<file path="config.mk">
export PLATFORM = sky130hd
export DESIGN_NAME = alu_arbiter
export DESIGN_NICKNAME = d
export VERILOG_FILES = /design/src/rtl/alu_pkg.sv /design/src/rtl/alu_arbiter_rr_arb2.sv /design/src/rtl/alu_arbiter.sv
export SDC_FILE = /design/constraint.sdc
export NUM_CORES = 1
export LEC_CHECK = 0
export ABC_AREA = 1
export BUFFER_PORTS_ARGS = -buffer_cell sky130_fd_sc_hd__buf_4
export CAP_MARGIN = 20
export CORE_MARGIN = 2
export CORE_UTILIZATION = 46
export DETAILED_ROUTE_END_ITERATION = 6
export PLACE_DENSITY = 0.89
export REMOVE_ABC_BUFFERS = 1
export SLEW_MARGIN = 20
export SYNTH_ARGS = -nofsm -noshare
export SYNTH_HDL_FRONTEND = slang
export SYNTH_SLANG_ARGS = --single-unit
</file>
<file path="constraint.sdc">
create_clock -name clk -period 5.58 [get_ports clk]
set_input_delay 1.116 -clock clk [delete_from_list [all_inputs] [get_ports clk]]
set_output_delay 1.116 -clock clk [all_outputs]
set_load 0.02 [all_outputs]
</file>
<file path="src/rtl/alu_pkg.sv">
// Shared ALU control codes, status bit positions and arbiter FSM states for the
// ALU arbiter slice.
package alu_pkg;

    localparam logic [3:0] ALU_AND  = 4'd0;
    localparam logic [3:0] ALU_OR   = 4'd1;
    localparam logic [3:0] ALU_ADD  = 4'd2;
    localparam logic [3:0] ALU_DIV  = 4'd4;
    localparam logic [3:0] ALU_MUL  = 4'd5;
    localparam logic [3:0] ALU_SUB  = 4'd6;
    localparam logic [3:0] ALU_SLT  = 4'd7;
    localparam logic [3:0] ALU_SLL  = 4'd8;
    localparam logic [3:0] ALU_SRL  = 4'd9;
    localparam logic [3:0] ALU_XOR  = 4'd10;
    localparam logic [3:0] ALU_NOR  = 4'd11;
    localparam logic [3:0] ALU_ADDW = 4'd12;
    localparam logic [3:0] ALU_ADDH = 4'd13;
    localparam logic [3:0] ALU_NOP  = 4'd15;

    localparam int STAT_ZERO     = 7;
    localparam int STAT_MUL_OVF  = 6;
    localparam int STAT_CARRY    = 5;
    localparam int STAT_NEG      = 4;
    localparam int STAT_MISALIGN = 3;
    localparam int STAT_DIV0     = 2;

    // Error/flag bits that accumulate in the sticky register: [6:2].
    localparam logic [7:0] STICKY_MASK = 8'h7C;

    typedef enum logic [1:0] {
        S_IDLE = 2'd0,
        S_EXEC = 2'd1,
        S_RESP = 2'd2
    } arb_state_e;

    typedef struct packed {
        logic        id;
        logic [3:0]  ctrl;
        logic [31:0] a;
        logic [31:0] b;
    } alu_op_t;

    // Counter preload for an op: EXEC lasts N cycles, so the counter starts at N-1.
    function automatic logic [3:0] exec_count(input logic [3:0] ctrl,
                                              input int unsigned mul_cycles,
                                              input int unsigned div_cycles);
        int unsigned n;
        case (ctrl)
            ALU_MUL: n = mul_cycles;
            ALU_DIV: n = div_cycles;
            default: n = 1;
        endcase
        return 4'(n - 1);
    endfunction

endpackage

</file>
<file path="src/rtl/alu_arbiter_rr_arb2.sv">
// Two-way round-robin arbiter: a sole requester always wins, a tie goes to the
// current priority holder, and priority passes to the other side after each grant.
module rr_arb2 (
    input  logic       clk,
    input  logic       reset,
    input  logic [1:0] valid,
    input  logic       advance,
    output logic [1:0] grant,
    output logic       id
);

    logic prio;

    always_comb begin
        id    = 1'b0;
        grant = 2'b00;
        case (valid)
            2'b01:   id = 1'b0;
            2'b10:   id = 1'b1;
            2'b11:   id = prio;
            default: id = 1'b0;
        endcase
        if (|valid) begin
            grant = id ? 2'b10 : 2'b01;
        end
    end

    always_ff @(posedge clk or posedge reset) begin
        if (reset) begin
            prio <= 1'b0;
        end else if (advance && (|valid)) begin
            prio <= ~id;
        end
    end

endmodule

</file>
<file path="src/rtl/alu_arbiter.sv">
// Shares one combinational ALU between two requesters; holds operands for a per-op
// EXEC window and returns a registered response. Optional ALU_STICKY_STATUS_EN.
module alu_arbiter
    import alu_pkg::*;
#(
    parameter int unsigned MUL_CYCLES = 3,
    parameter int unsigned DIV_CYCLES = 8
) (
    input  logic        clk,
    input  logic        reset,
    input  logic        req0_valid,
    output logic        req0_ready,
    input  logic [3:0]  req0_ctrl,
    input  logic [31:0] req0_a,
    input  logic [31:0] req0_b,
    input  logic        req1_valid,
    output logic        req1_ready,
    input  logic [3:0]  req1_ctrl,
    input  logic [31:0] req1_a,
    input  logic [31:0] req1_b,
    output logic [3:0]  alu_ctrl,
    output logic [31:0] alu_a,
    output logic [31:0] alu_b,
    input  logic [31:0] alu_result,
    input  logic [7:0]  alu_status,
    output logic        rsp_valid,
    input  logic        rsp_ready,
    output logic        rsp_id,
    output logic [31:0] rsp_result,
    output logic [7:0]  rsp_status,
`ifdef ALU_STICKY_STATUS_EN
    input  logic        sticky_clr,
    output logic [7:0]  sticky_status,
`endif
    output logic        busy
);

    arb_state_e  state;
    arb_state_e  next_state;
    alu_op_t     op_q;
    alu_op_t     sel_op;
    logic [3:0]  cnt;
    logic [1:0]  grant;
    logic        arb_id;
    logic        accept;
    logic        capture;
    logic        rsp_id_q;
    logic [31:0] rsp_result_q;
    logic [7:0]  rsp_status_q;

    rr_arb2 u_rr_arb2 (
        .clk     (clk),
        .reset   (reset),
        .valid   ({req1_valid, req0_valid}),
        .advance (accept),
        .grant   (grant),
        .id      (arb_id)
    );

    always_comb begin
        accept  = (state == S_IDLE) && (|grant);
        capture = (state == S_EXEC) && (cnt == 4'd0);
        if (arb_id) begin
            sel_op = '{id: 1'b1, ctrl: req1_ctrl, a: req1_a, b: req1_b};
        end else begin
            sel_op = '{id: 1'b0, ctrl: req0_ctrl, a: req0_a, b: req0_b};
        end
    end

    always_ff @(posedge clk or posedge reset) begin
        if (reset) begin
            state <= S_IDLE;
        end else begin
            state <= next_state;
        end
    end

    always_comb begin
        next_state = state;
        case (state)
            S_IDLE: if (accept) next_state = S_EXEC;
            S_EXEC: if (cnt == 4'd0) next_state = S_RESP;
            S_RESP: if (rsp_ready) next_state = S_IDLE;
            default: next_state = S_IDLE;
        endcase
    end

    // ALU inputs are parked on the NOP path outside EXEC so the ALU does not toggle.
    always_comb begin
        busy       = (state != S_IDLE);
        rsp_valid  = (state == S_RESP);
        req0_ready = (state == S_IDLE) && grant[0] && !reset;
        req1_ready = (state == S_IDLE) && grant[1] && !reset;
        alu_ctrl   = ALU_NOP;
        alu_a      = 32'd0;
        alu_b      = 32'd0;
        if (state == S_EXEC) begin
            alu_ctrl = op_q.ctrl;
            alu_a    = op_q.a;
            alu_b    = op_q.b;
        end
        rsp_id     = rsp_id_q;
        rsp_result = rsp_result_q;
        rsp_status = rsp_status_q;
    end

    always_ff @(posedge clk or posedge reset) begin
        if (reset) begin
            op_q <= '0;
            cnt  <= 4'd0;
        end else if (accept) begin
            op_q <= sel_op;
            cnt  <= exec_count(sel_op.ctrl, MUL_CYCLES, DIV_CYCLES);
        end else if ((state == S_EXEC) && (cnt != 4'd0)) begin
            cnt <= cnt - 4'd1;
        end
    end

    always_ff @(posedge clk or posedge reset) begin
        if (reset) begin
            rsp_id_q     <= 1'b0;
            rsp_result_q <= 32'd0;
            rsp_status_q <= 8'd0;
        end else if (capture) begin
            rsp_id_q     <= op_q.id;
            rsp_result_q <= alu_result;
            rsp_status_q <= alu_status;
        end
    end

`ifdef ALU_STICKY_STATUS_EN
    logic [7:0] sticky_q;

    // A clear in the same cycle as a capture wins, so software never sees a stale flag.
    always_ff @(posedge clk or posedge reset) begin
        if (reset) begin
            sticky_q <= 8'd0;
        end else if (sticky_clr) begin
            sticky_q <= 8'd0;
        end else if (capture) begin
            sticky_q <= sticky_q | (alu_status & STICKY_MASK);
        end
    end

    assign sticky_status = sticky_q;
`endif

endmodule

</file>
; Word-level counts from Yosys, hierarchy flattened
; Index checks and enable logic that the tools add are counted.
; Widths: inputs -> output; s select.
[totals]
wordCells = 54
out_inout_bits = 113
regBits = 117
[classes]
n_addsub = 2
bitwise = 1
reduce_logical = 17
n_mux = 15
n_eq_ne = 9
[ops]
columns = operator, n
row1 = $mux 69, 1
row2 = $mux 32, 2
row3 = $mux 4, 4
row4 = $mux 2, 5
row5 = $eq 4x3->1 const B, 2
row6 = $logic_and 1x1->1, 8
row7 = $pmux 4 s2, 1
row8 = $sub 4x1->4 const B, 2
row9 = $eq 2x2->1 const B, 3
row10 = $pmux 2 s3, 1
row11 = $logic_not 4->1, 1
row12 = $ne 2x1->1 const B, 2
row13 = $reduce_bool 2->1, 2
row14 = $reduce_bool 4->1, 1
row15 = $reduce_or 2->1, 2
row16 = $reduce_and 3->1, 1
row17 = $eq 2x1->1 const B, 1
row18 = $logic_not 2->1, 1
row19 = $ne 2x2->1 const B, 1
row20 = $pmux 1 s2, 1
row21 = $logic_not 1->1, 1
row22 = $not 1->1, 1

; Longest topological paths before layout
; Gate-level depths: netlist of the first run.
[depth]
ltp_word = 9
mapped_depth = 13

; By module
; A second synthesis of the first run with hierarchy kept.
[unflattened]
hier_cells = 690
area_unflattened_um2 = 5910.7
[modules_own_cells]
columns = mod, n_inst, cells_each, seq_area_each_um2, area_per_inst_um2
row1 = alu_arbiter, 1, 680, 2902.8, 5839.4
row2 = rr_arb2, 1, 10, 25.0, 71.3

; Worst setup path before layout of the first run
; No wires, ideal clock.
[synth_path]
kind = input -> output
start = in req1_valid
end = out req1_ready
n_path_buf = 3
stages = 7
slack_ns = 2.349
arrival_ns = 2.115
required_ns = 4.464
path_cell_list = buf_4 > nor2_4 > nor2_8 > buf_4 > buf_2 > nand2_1 > nor2_1
[synth_via]
elab_chain_len = 6
[synth_rtl]
columns = item, line_no
row1 = start: declaration, alu_arbiter.sv:16  ; input logic req1_valid,
row2 = $eq 2x2->1, alu_arbiter_rr_arb2.sv:17  ; case (valid)
row3 = $pmux 1 s2, alu_arbiter_rr_arb2.sv:17
row4 = $mux 2, alu_arbiter_rr_arb2.sv:24  ; grant = id ? 2'b10 : 2'b01;
row5 = $mux 2 *, alu_arbiter_rr_arb2.sv:23  ; if (|valid) begin
row6 = $logic_and 1x1->1 * (2 in series), alu_arbiter.sv:93  ; req1_ready = (state == S_IDLE) && grant[1] && !reset;
row7 = end: declaration, alu_arbiter.sv:17  ; output logic req1_ready,
; Mark *: on every way between the ends. The rest lies on a longest branch, timed or not.

; Worst setup path after layout of the first run
[layout_path]
start = in req0_valid
end = out req0_ready
[layout_via]
elab_chain_len = 6
[layout_rtl]
columns = item, line_no
row1 = start: declaration, alu_arbiter.sv:11  ; input logic req0_valid,
row2 = $eq 2x2->1, alu_arbiter_rr_arb2.sv:17
row3 = $pmux 1 s2, alu_arbiter_rr_arb2.sv:17
row4 = $mux 2, alu_arbiter_rr_arb2.sv:24
row5 = $mux 2 *, alu_arbiter_rr_arb2.sv:23
row6 = $logic_and 1x1->1 * (2 in series), alu_arbiter.sv:92  ; req0_ready = (state == S_IDLE) && grant[0] && !reset;
row7 = end: declaration, alu_arbiter.sv:12  ; output logic req0_ready,
; Marked as above.

==> reports/metrics.cfg, run 1 <==
[outcome]
status = finished, final reports clean

[timing]
fin_crit_ns = 3.61
holdWs_ns = 0.491
final.setup.tns_ns = 0
rsz0062_at_grt = no
maxSlewViolCount = 0
worst_pin_slew_ns = 0.883
timing.slew.headroom_pct = 41.1
finClkSkew_ns = 0.00918
hold_violations = 0
period_share_pct = 64.6
max_freq_mhz = 277
setup-violations-final = 0

[setup_path]
cp_max_fo = 72
reg2reg_depth = 6
r2r-start = state[0]$_DFFE_PP0P_
r2r-end = op_q[61]$_DFFE_PP0P_
reg2reg_slack_ns = 2.94
start_kind = primary input
crit_path_end_kind = output pin
required_ns = 4.46
path_class = in2out
arrival_ns = 2.49

[global_routing]
grt_max_degree = 101
grt_overflow = 0
antenna_found_initial = 0
track_usage_pct = 25.0
grt_pass1_vias = 5143
grt_pass1_wl_um = 25700

[synth]
synthArstFlopShare_pct = 100
yosys_warnings = 0
synth_top_cell_by_area = dfrtp_1
yosys_register_bits = 117
synth-edff-count = 0
yosysSeqAreaShare_pct = 51.9
yosys.area.top_type_share_pct = 51.9
syn_inst = 615
syn_avg_cell_area_sq_um = 9.18
synth_flop_cell = dfrtp_1
synth_area_leaders = dfrtp_1, nor2_1, nand3_1
syn_area_sq_um = 5650
ys_types = 30

[finish]
areaGrowthSynthToFinish_pct = 49.1
stdcell_count = 1046
nFillCells = 913
n_antenna_cell = 0
layout_commonest_cell = buf_4
final_core_util_pct = 70.1
drive_above_1_share_pct = 42.6
fin_nets = 1068
final_cell_mix = buf_4, dfrtp_1, nor2_1
finalInstanceArea_sq_um = 8420

[place]
dp_hpwl_um = 11600
place_inst = 1014
dpl_cell_area_sq_um = 7800
place.gp.congestion = 0.845
io_buffer_count = 293

[power_and_ir_drop]
power_density_nw_per_um2 = 628
p_comb_share_pct = 51.4
power.internal_uw = 3100
max-vdd-ir-drop_v = 0.000313
p_leak_uw = 0.00421
pwr-share-clk_pct = 21.2
power.share.sequential_pct = 27.4
power_switching_uw = 2190
swShare_pct = 41.3

[route]
vias = 5339
antenna_left = 0
drt_iter0_markers = 328
drcViolationCount = 0
wire_per_inst_um = 15.9
drt-total-wl_um = 16600
dr.pass1.iters = 5
viasPerCell = 5.10

[clocking]
clk_path_buf_depth = 2
cts_buffers = 17
post_cts_buffers = 0
cts_sinks = 117
cts_hold_buf = 0
ctsResizeCount = 0
htreeDepth = 4
clockRootBuffer = clkbuf_16
cts.clk_slew.worst_paths_ns = 0.05
worstSkewPairLatency_ns = 0.40
cts_tree = built

[worst_hold_path]
hold_path_class = reg2reg
holdPathStages = 2
holdPathEnd = rsp_id$_DFFE_PP0P_
min-delay-start = rsp_id$_DFFE_PP0P_

[die]
dieArea_sq_um = 13200
fp.dieH_um = 115
start_util_pct = 47.0
rows = 40
core-area_sq_um = 12000
io_pins = 294
die_w_um = 115

[flow_run]
maxCapViolations = 0

[state kept, by name, indices dropped and copies added, names as in the netlist]
name            flops
cnt                 4
op_q               69
rsp_id              1
rsp_result         32
rsp_status          8
state               2
u_rr_arb2.prio      1
[cells in the mapped netlist (2+ instances only)]
cell type / count
dfrtp_1: 117
nor2_1: 106
inv_1: 77
nand3_1: 71
o211ai_1: 32
o22ai_1: 32
mux2_2: 29
o21ai_0: 26
nand2_1: 24
buf_2: 23
o21ai_1: 14
mux2_1: 11
clkbuf_1: 9
buf_4: 7
inv_2: 6
buf_6: 5
nand2_2: 5
a21oi_1: 4
nor2_4: 3
or2_2: 3
nor2_2: 2
[worst max path at each step]
stage / start / end / slack, ns / depth (start not counted)
floorplan: reset / cnt[0]$_DFFE_PP0P_ / 1.36 / 1
global placement: req0_valid / req0_ready / 2.08 / 6
detailed placement: req0_valid / req0_ready / 2.06 / 6
CTS: req1_valid / req0_ready / 1.99 / 6
global route: req0_valid / req0_ready / 1.89 / 6
finish: req0_valid / req0_ready / 1.97 / 6
[logic make-up after synthesis]
group / synth area share (%)
muxes: 7.98
DFF: 51.9
and+or+nand+nor: 17.8
xor gates and xnor gates: 0.155
buffers and inverters: 10.1
adders and majority gates: 0.222
AOI/OAI and AO/OA: 11.8
[power by group through the flow]
stage / registers, uW / clock network [uW] / logic, uW
3_3_place_gp: 1430 / 0 / 2660
2_1_floorplan: 1610 / 0 / 1440
3_5_place_dp: 1460 / 0 / 2720
4_1_cts: 1450 / 1140 / 2740
5_1_grt: 1490 / 1180 / 2930
6_report: 1450 / 1120 / 2720
[final cells by class]
type / instances / area [sq um] / share of cell area (%)
Timing Repair Buffer: 297 / 2230 / 26.5
Tap cell: 147 / 184 / 2.18
Inverter: 83 / 317 / 3.76
Sequential cell: 117 / 2930 / 34.8
Clock buffer: 18 / 439 / 5.21
Multi-Input combinational cell: 370 / 2150 / 25.5
Clock inverter: 14 / 179 / 2.12
[critical path, stage by stage]
cell and delay, ns:
buf_4 0.10, nand2_2 0.11, nand2_4 0.59, nand2_1 0.19, nor2_1 0.14, buf_4 0.16
[metrics by stage]
| stage | setup WS (ns) | power [uW] |
|---|---|---|
| finish | 1.97 | 5290 |
| global placement | 2.08 | 4090 |
| global route | 1.89 | 5600 |
| detailed placement | 2.06 | 4180 |
| floorplan | 1.36 | 3050 |
| CTS | 1.99 | 5320 |
[metal layers]
metal | vias to the layer above | GRT usage (%) | part of all wire [%]
li1 | 2582 | - | -
met1 | 2505 | 30.4 | 39
met2 | 214 | 43.0 | 51
met3 | 38 | 6.38 | 6.6
met4 | 0 | 9.80 | 2.8
met5 | - | 0 | 0
Note: power is estimated with default switching activity, not from simulation.
==> run 2, diff against run 1 <==
==> constraint.sdc (replaced) <==
create_clock -name clk -period 3.7 [get_ports clk]
set_input_delay 0.74 -clock clk [delete_from_list [all_inputs] [get_ports clk]]
set_output_delay 0.74 -clock clk [all_outputs]
set_load 0.02 [all_outputs]
==> reports/metrics.cfg, run 2 (synthesis results as in run 1) <==
[timing]
timing.slew.headroom_pct = 50.7  ; +9.6 points
finClkSkew_ns = 0.00717  ; -0.00200 ns
max_freq_mhz = 373
setup-violations-final = 0  ; unchanged
maxSlewViolCount = 0  ; unchanged
period_share_pct = 72.5
worst_pin_slew_ns = 0.739  ; -0.144 ns
hold_violations = 0  ; unchanged
fin_crit_ns = 2.68
rsz0062_at_grt = no

[die]
die_w_um = 115  ; unchanged
io_pins = 294  ; unchanged
fp.dieH_um = 115  ; unchanged
start_util_pct = 47.0  ; unchanged
rows = 40  ; unchanged
core-area_sq_um = 12000  ; unchanged
dieArea_sq_um = 13200  ; unchanged

[setup_path]
path_class = reg2out
reg2reg_depth = 6  ; unchanged
crit_chain = inv_2 -> nor2_4 -> inv_2 -> buf_12 -> nor2_1 -> buf_4
required_ns = 2.96  ; -1.50 ns
cp-startpoint = state[0]$_DFFE_PP0P_
arrival_ns = 1.94  ; -0.55 ns
cp_max_fo = 45  ; -38%
cpMostUsedCell = inv_2
start_kind = flip-flop
reg2reg_slack_ns = 1.51  ; -1.43 ns
cpPeakStageDelay_ns = 0.41  ; -0.18 ns
r2r-start = state[1]$_DFFE_PP0P_
r2r-end = op_q[5]$_DFFE_PP0P_
critical_path.slowest_cell = dfrtp_1
crit_path_end_kind = output pin

[clocking]
clockRootBuffer = clkbuf_16
cts.clk_slew.worst_paths_ns = 0.06  ; about the same
cts_tree = built
cts_hold_buf = 0  ; unchanged
ctsResizeCount = 0  ; unchanged
cts_buffers = 17  ; unchanged
clk_path_buf_depth = 2  ; unchanged
post_cts_buffers = 0  ; unchanged
cts_sinks = 117  ; unchanged
htreeDepth = 4  ; unchanged
worstSkewPairLatency_ns = 0.41  ; about the same

[finish]
n_antenna_cell = 0  ; unchanged
drive_above_1_share_pct = 42.7  ; +0.13 points
finalInstanceArea_sq_um = 8460  ; +0.42%
final_cell_mix = buf_4, dfrtp_1, nor2_1
seq_area_sq_um = 2930  ; unchanged
areaGrowthSynthToFinish_pct = 49.8
largest-register = op_q
layout_commonest_cell = buf_4
final_core_util_pct = 70.4  ; +0.29 points
largest_reg_flops = 69  ; unchanged
fin_nets = 1070  ; +0.19%
nFillCells = 925  ; +1.3%
multi_input_area_sq_um = 2150  ; unchanged

[global_routing]
grt_pass1_wl_um = 26200  ; +2.1%
grt_overflow = 0  ; unchanged
antenna_found_initial = 0  ; unchanged
track_usage_pct = 25.6  ; +0.58 points
grt_max_degree = 85  ; -16%
grt_pass1_vias = 5320  ; +3.4%

[power_and_ir_drop]
p_comb_share_pct = 51.6  ; +0.2 points
p_leak_uw = 0.00422  ; +0.27%
swShare_pct = 41.5  ; +0.19 points
power.internal_uw = 4700  ; +52%
power.share.sequential_pct = 27.2  ; -0.2 points
power_switching_uw = 3340  ; +53%
max-vdd-ir-drop_v = 0.000553  ; +76%
pwr-share-clk_pct = 21.2  ; about the same
power_density_nw_per_um2 = 951  ; +52%

[place]
io_buffer_count = 293  ; unchanged
dp_hpwl_um = 11800  ; +1.9%
dpl_cell_area_sq_um = 7840  ; +0.51%
place.gp.congestion = 0.841  ; -0.56%

[route]
viasPerCell = 5.21  ; +2.0%
antenna_left = 0  ; unchanged
dr.pass1.iters = 6  ; +1
drcViolationCount = 0  ; unchanged
drt-total-wl_um = 17100  ; +3.1%
wire_per_inst_um = 16.4  ; +2.9%
drt_iter0_markers = 362  ; +10%
vias = 5458  ; +2.2%

[worst_hold_path]
hold_path_class = in2async

[flow_run]
maxCapViolations = 0  ; unchanged

[outcome]
status = finished, final reports clean

[run 2: cell count changes in the layout (fill, tap and decap cells not counted), sizes merged]
cell / before / now
buf: 297 / 299
inv: 84 / 86
clkinv: 7 / 3
clkinvlp: 3 / 5
[run 2: cell type report]
type	instances	share of cell area (%)
sequential	117	34.6
timing repair buffer	299	26.8
multi-input combinational	370	25.4
clock buffer	18	5.19
inverter	83	3.71
tap	147	2.17
clock inverter	14	2.09
[run 2: critical path: cells and delay by family, from the launching register on]
| family | cells | cell delay, ns |
|---|---|---|
| buf+inv | 4 | 0.92 |
| flops | 1 | 0.41 |
| simple gates | 2 | 0.16 |
[run 2: how the worst max path moves through the flow]
stage	end	slack [ns]	cells after the start
CTS	alu_b[3]	1.01	6
finish	alu_b[3]	1.02	6
global route	alu_b[3]	0.95	6
global placement	req0_ready	1.30	6
detailed placement	req0_ready	1.26	6
floorplan	cnt[0]$_DFFE_PP0P_	-0.14	1
[run 2: per-layer routing]
metal	vias to the layer above	GRT usage, %	wire length [um]
met1	2592	30.2	6810
met4	0	13.3	699
li1	2586	-	-
met3	59	6.01	1020
met5	-	0	0
met2	221	43.9	8610
[run 2: power by group through the flow]
stage | Clock [uW] | Combinational, uW | Sequential, uW
floorplan | 0 | 2170 | 2430
global placement | 0 | 4050 | 2150
detailed placement | 0 | 4140 | 2190
CTS | 1720 | 4180 | 2180
global route | 1790 | 4460 | 2250
finish | 1710 | 4150 | 2190
[run 2: stage by stage]
stage                     power [uW]  worst slack (ns)  hold WS (ns)  cells  TNS [ns]
final                           8050              1.02         0.466   1048         0
after CTS                       8080              1.01         0.482   1048         0
after floorplan                 4600            -0.141         0.446    570    -16.47
after global routing            8500             0.954         0.494   1048         0
after detailed placement        6330              1.26         0.476   1016         0
after global placement          6200              1.30         0.465   1016         0
